[config.mk]
export PLATFORM = sky130hd
export DESIGN_NAME = dmem_responder
export DESIGN_NICKNAME = d
export VERILOG_FILES = /design/src/rtl/dmem_responder.sv
export SDC_FILE = /design/constraint.sdc
export NUM_CORES = 2
export LEC_CHECK = 0
export ABC_CLOCK_PERIOD_IN_PS = 7600
export CAP_MARGIN = 20
export CORE_UTILIZATION = 46
export CTS_BUF_LIST = sky130_fd_sc_hd__clkbuf_2
export CTS_CLUSTER_SIZE = 14
export DETAILED_ROUTE_END_ITERATION = 7
export GPL_TIMING_DRIVEN = 1
export HOLD_SLACK_MARGIN = 0.12
export PLACE_DENSITY_LB_ADDON = 0.12
export SLEW_MARGIN = 30
export SYNTH_ARGS = -nofsm -noshare
export SYNTH_HDL_FRONTEND = slang
export SYNTH_SLANG_ARGS = --single-unit
[constraint.sdc]
create_clock -name clk -period 7.6 [get_ports clk]
set_clock_uncertainty 0.05 [all_clocks]
set_input_delay 1.14 -clock clk [delete_from_list [all_inputs] [get_ports clk]]
set_output_delay 1.14 -clock clk [all_outputs]
set_load 0.02 [all_outputs]
[src/rtl/dmem_responder.sv]
// Data-memory responder: word RAM behind the CPU data port, with access counters and fault capture.
// Optional post-reset zero fill is enabled by defining DMEM_INIT_CLEAR_EN.
module dmem_responder #(
  parameter int DEPTH = 64,
  parameter int CNT_W = 16
) (
  input  logic             clk,
  input  logic             rst,
  input  logic [31:0]      data_addr,
  input  logic [31:0]      data_out,
  input  logic             mem_read,
  input  logic             mem_write,
  output logic [31:0]      data_in,
  output logic             busy,
  input  logic             fault_clr,
  output logic             fault,
  output logic [1:0]       fault_code,
  output logic [31:0]      fault_addr,
  output logic [CNT_W-1:0] rd_count,
  output logic [CNT_W-1:0] wr_count
);

  localparam int AW = $clog2(DEPTH);
  localparam int unsigned LIM = DEPTH * 4;

  typedef enum logic {
    S_CLEAR,
    S_READY
  } state_t;

  state_t            r_state;
  state_t            w_state_nxt;
  logic [AW-1:0]     r_clr_idx;
  logic [AW-1:0]     w_clr_idx_nxt;
  logic [31:0]       r_mem [DEPTH];

  logic              r_fault;
  logic [1:0]        r_fault_code;
  logic [31:0]       r_fault_addr;
  logic [CNT_W-1:0]  r_rd_cnt;
  logic [CNT_W-1:0]  r_wr_cnt;

  logic              w_ready;
  logic              w_req;
  logic              w_both;
  logic              w_mis;
  logic              w_oor;
  logic              w_fault;
  logic [1:0]        w_code;
  logic              w_rd_ok;
  logic              w_wr_ok;
  logic              w_clr_we;
  logic [AW-1:0]     w_idx;

  assign w_idx   = data_addr[AW+1:2];
  assign w_ready = (r_state == S_READY);
  assign w_req   = mem_read | mem_write;
  assign w_both  = mem_read & mem_write;
  assign w_mis   = |data_addr[1:0];
  assign w_oor   = (data_addr >= 32'(LIM));
  assign w_fault = w_ready & w_req & (w_both | w_mis | w_oor);

  always_comb begin
    w_code = 2'b10;
    if (w_both)     w_code = 2'b11;
    else if (w_mis) w_code = 2'b01;
  end

  assign w_rd_ok = ~rst & w_ready & mem_read & ~mem_write & ~w_mis & ~w_oor;
  assign w_wr_ok = ~rst & w_ready & mem_write & ~mem_read & ~w_mis & ~w_oor;

  assign data_in = w_rd_ok ? r_mem[w_idx] : 32'h0;

`ifdef DMEM_INIT_CLEAR_EN
  localparam state_t RST_STATE = S_CLEAR;
  assign w_clr_we = ~rst & (r_state == S_CLEAR);
  assign busy     = (r_state == S_CLEAR);
`else
  localparam state_t RST_STATE = S_READY;
  assign w_clr_we = 1'b0;
  assign busy     = 1'b0;
`endif

  always_comb begin
    w_state_nxt   = r_state;
    w_clr_idx_nxt = r_clr_idx;
    case (r_state)
      S_CLEAR: begin
        w_clr_idx_nxt = r_clr_idx + AW'(1);
        if (r_clr_idx == AW'(DEPTH - 1)) w_state_nxt = S_READY;
      end
      default: w_state_nxt = S_READY;
    endcase
  end

  always_ff @(posedge clk) begin
    if (rst) begin
      r_state   <= RST_STATE;
      r_clr_idx <= '0;
    end else begin
      r_state   <= w_state_nxt;
      r_clr_idx <= w_clr_idx_nxt;
    end
  end

  always_ff @(posedge clk) begin
    if (w_clr_we)     r_mem[r_clr_idx] <= 32'h0;
    else if (w_wr_ok) r_mem[w_idx]     <= data_out;
  end

  // A fault arriving with fault_clr wins over the clear.
  always_ff @(posedge clk) begin
    if (rst) begin
      r_fault      <= 1'b0;
      r_fault_code <= 2'b00;
      r_fault_addr <= 32'h0;
    end else if (w_fault && (!r_fault || fault_clr)) begin
      r_fault      <= 1'b1;
      r_fault_code <= w_code;
      r_fault_addr <= data_addr;
    end else if (fault_clr) begin
      r_fault      <= 1'b0;
      r_fault_code <= 2'b00;
      r_fault_addr <= 32'h0;
    end
  end

  always_ff @(posedge clk) begin
    if (rst) begin
      r_rd_cnt <= '0;
      r_wr_cnt <= '0;
    end else begin
      if (w_rd_ok && (r_rd_cnt != '1)) r_rd_cnt <= r_rd_cnt + CNT_W'(1);
      if (w_wr_ok && (r_wr_cnt != '1)) r_wr_cnt <= r_wr_cnt + CNT_W'(1);
    end
  end

  assign fault      = r_fault;
  assign fault_code = r_fault_code;
  assign fault_addr = r_fault_addr;
  assign rd_count   = r_rd_cnt;
  assign wr_count   = r_wr_cnt;

endmodule

==> flow_metrics.py <==
metrics = {
    "status": {
        "result_of_the_run": "finished, final reports clean",
    },
    "placed_design": {
        "postPlaceCellArea_sq_um": 87200,
        "dpl_worst_slack_ns": 0.980,
        "numPortBuffers": 167,
        "numPlacedInstances": 7008,
        "placer_congestion_estimate": 0.886,
        "post-dp-hpwl_microns": 170000,
    },
    "timing": {
        "tightest_slew_ns": 1.31,
        "worst_hold_slack_ns": 0.261,
        "timing.final.ws_setup_ns": 0.224,
        "grt_setup_unrepaired": "false",
        "slew_headroom_pct": 12.8,
        "layout_min_cycle_time_ns": 7.38,
        "max_freq_mhz": 136,
        "final_max_slew_viol_count": 0,
        "final_hold_viol_count": 0,
        "setup_viol": 0,
        "period_share_pct": 97.1,
        "setup-tns-final_ns": 0,
    },
    "floorplanning": {
        "dieWidth_microns": 423,
        "std_cell_rows": 154,
        "count_of_boundary_i_o_pins": 169,
        "initial_utilization_pct": 46.3,
        "core_box_area_sq_um": 176000,
        "die_h_microns": 423,
        "fp.dieArea_sq_um": 179000,
    },
    "setup_path": {
        "max_fo_critical_path": 49,
        "timing.critical_path.from_type": "input port",
        "timing.critical_path.arrival_ns": 6.19,
        "cp_data_required_time_ns": 6.41,
        "timing.critical_path.to_type": "primary output",
        "critPathKind": "input port to primary output",
    },
    "detailed_routing": {
        "antenna_violating_nets_post_route": 0,
        "viasPerCell": 6.43,
        "average_wire_per_cell_in_the_routed_design_microns": 36.4,
        "route.vias.total": 51555,
        "route.final.wire_length_microns": 291000,
        "number_of_detailed_route_iterations_in_the_first_pass": 6,
        "total_drc_errors_in_the_routed_layout": 0,
        "drt_first_iter_violations": 7513,
    },
    "clock_network": {
        "cts_tree": "yes",
        "clk_pin_slew_ns": 0.12,
        "cts-resized-gates": 0,
        "clock_path_buffers": 4,
        "clkLatencyLatePin_ns": 1.81,
        "htree_levels": 6,
        "clock_tree_sinks": 2122,
        "cts_root_cell": "clkbuf_2",
        "cts_buffers": 559,
    },
    "layout": {
        "postLayoutCellArea_sq_um": 92800,
        "postLayoutCoreUtil_pct": 52.7,
        "finalNetCount": 5401,
        "stdcell_count": 8012,
        "area_of_the_multi_input_gates_sq_um": 17300,
        "area.growth.synth_to_final_pct": 13.8,
        "final.fill_count": 14583,
        "post_route_cells_drive_above_1_share_pct": 27.2,
        "sequential_cell_area_sq_um": 63000,
    },
    "synth": {
        "synth.yosys.warnings": 0,
        "synth_top_area_share_pct": 75.4,
        "async_flop_share_pct": 0,
        "syn-num-nets": 4640,
        "ys_dominant_reg_cell": "edfxtp_1",
        "synth_top_cells_by_area": "edfxtp_1, mux4_2, o22ai_1, o221ai_1, mux2_2",
        "ys_seq_area_share_pct": 77.2,
        "synthesis.area_per_instance_sq_um": 17.9,
        "netlist_area_sq_um": 81600,
        "postSynthCellCount": 4568,
        "synthTopCellsByCount": "edfxtp_1, o22ai_1, o221ai_1",
        "ffs_latches_synth": 2122,
        "cell_type_contributing_the_most_total_cell_area_after_synthesis": "edfxtp_1",
        "number_of_enable_type_register_cells_in_the_synthesized_netlist": 2048,
        "ys_types": 82,
        "yosys.cell_count.top_type": "edfxtp_1",
    },
    "grt": {
        "globalRouteTotalUtil_pct": 32.1,
        "grt_pass1_vias": 50157,
        "grt_start_max_net_pins": 89,
        "grt_antenna_before_repair": 16,
        "grt_pass1_wl_microns": 398000,
        "gr-total-overflow": 0,
    },
    "power_and_ir_drop": {
        "power_mw": 21.8,
        "p_sw_mw": 5.59,
        "combinationalPowerShare_pct": 6.2,
        "power_per_cell_area_nw_per_um2": 235,
        "seq_power_share_pct": 58.8,
        "worst_ir_drop_vdd_mv": 0.188,
        "swShare_pct": 25.7,
        "leakage_nw": 30.2,
        "p_int_mw": 16.2,
        "clock_power_share_pct": 35.0,
    },
    "min_path": {
        "worst_hold_path_type": "input port to flip-flop",
    },
    "job": {
        "max_cap_violations": 0,
    },
}
[cells in the final DEF (no fill, tap or decap), types with 10 or more instances in the layout]
cell             Yosys  routed
buf_16               0      10
dlygate4sd3_1        0      98
nor4_1              19      19
clkbuf_2             0     800
edfxtp_1          2048    2048
nor3_1              27      23
o211ai_1            10      10
a22oi_1             47      47
nor2_1             201     137
a21oi_1            155     155
nor2_4               0      64
xnor2_1             25      25
clkinv_1             2      71
a221o_1             14      14
nand3_1             62      61
or3_1               18      17
a222oi_1            16      16
inv_2                3      18
mux2i_1            140     140
buf_4               46     235
mux4_2             132     132
o21ai_0            139     139
a211oi_1            20      19
buf_2              142      17
a2bb2oi_1           23      23
o221ai_1           224     224
and3_1              15      14
o22ai_1            320     320
mux2_2             167     167
dfxtp_1             74      74
buf_12               2      29
nor2b_1             13      12
clkdlybuf4s50_1      0     125
nand2_1            160     154
a221oi_1            29      29
[layer usage]
layer,vias up,track usage [%],share of wire [%]
met5,-,0.511,0.057
met4,8,13.3,4.2
met3,665,8.65,12
met2,3547,48.9,46
met1,26663,43.5,39
li1,20672,-,-
[timing repair]
item,CTS,global route
hold endpoints to repair,2122,0
setup buffers,0,0
hold buffers,98,0
[cells by family after synthesis]
family | Yosys count | synth area share, %
adders and majority gates | 3 | 0.0460
other | 1 | 0.00460
buffers and inverters | 332 | 2.37
xor gates and xnor gates | 32 | 0.344
and+or+nand+nor | 585 | 3.42
muxes | 440 | 7.70
AOI/OAI and AO/OA | 1053 | 8.89
DFF | 2122 | 77.2
[cell type report]
type	count	area share, %
clock buffers	800	4.31
multi-input cells	2114	18.6
clock inverters	95	0.561
well taps	2340	3.16
flip-flops and latches	2122	67.9
inverters	12	0.0593
diodes	9	0.0243
repair buffers	520	5.42
[state kept, by name (all words and copies together) (netlist names)]
signal and cells:
fault 1, fault_addr 32, fault_code 2, r_clr_idx 6, r_mem 2048, r_state 1
rd_count 16, wr_count 16
[critical path, stage by stage]
cell and delay [ns]:
dlygate4sd3_1 0.57, buf_8 0.43, and2b_1 0.27, buf_4 0.18, nand2_2 0.64, buf_4 0.54, o221ai_1 0.24, a221o_1 0.45
nor4_1 0.71, buf_4 0.25, clkdlybuf4s50_1 0.60
[power by group through the flow]
stage / Clock (mW) / Sequential (mW) / Combinational (mW)
2_1_floorplan: 0 / 13.1 / 0.613
3_3_place_gp: 0 / 13.1 / 1.26
3_5_place_dp: 0 / 13.1 / 1.28
4_1_cts: 7.72 / 12.8 / 1.32
5_1_grt: 8.29 / 12.8 / 1.39
6_report: 7.61 / 12.8 / 1.35
[path summary, 6_finish.rpt]
check                           slack [ns]        endpoint  cells past startpoint      startpoint
worst max-delay path                  0.22     data_in[13]                     11    data_addr[2]
worst min register to register        0.42  fault_addr[15]                      2  fault_addr[15]
worst min-delay path                  0.26    r_mem[3][20]                      2    data_out[20]
worst max register to register        3.68    r_mem[25][2]                      7         r_state
Power figures use the tool's default switching activity.
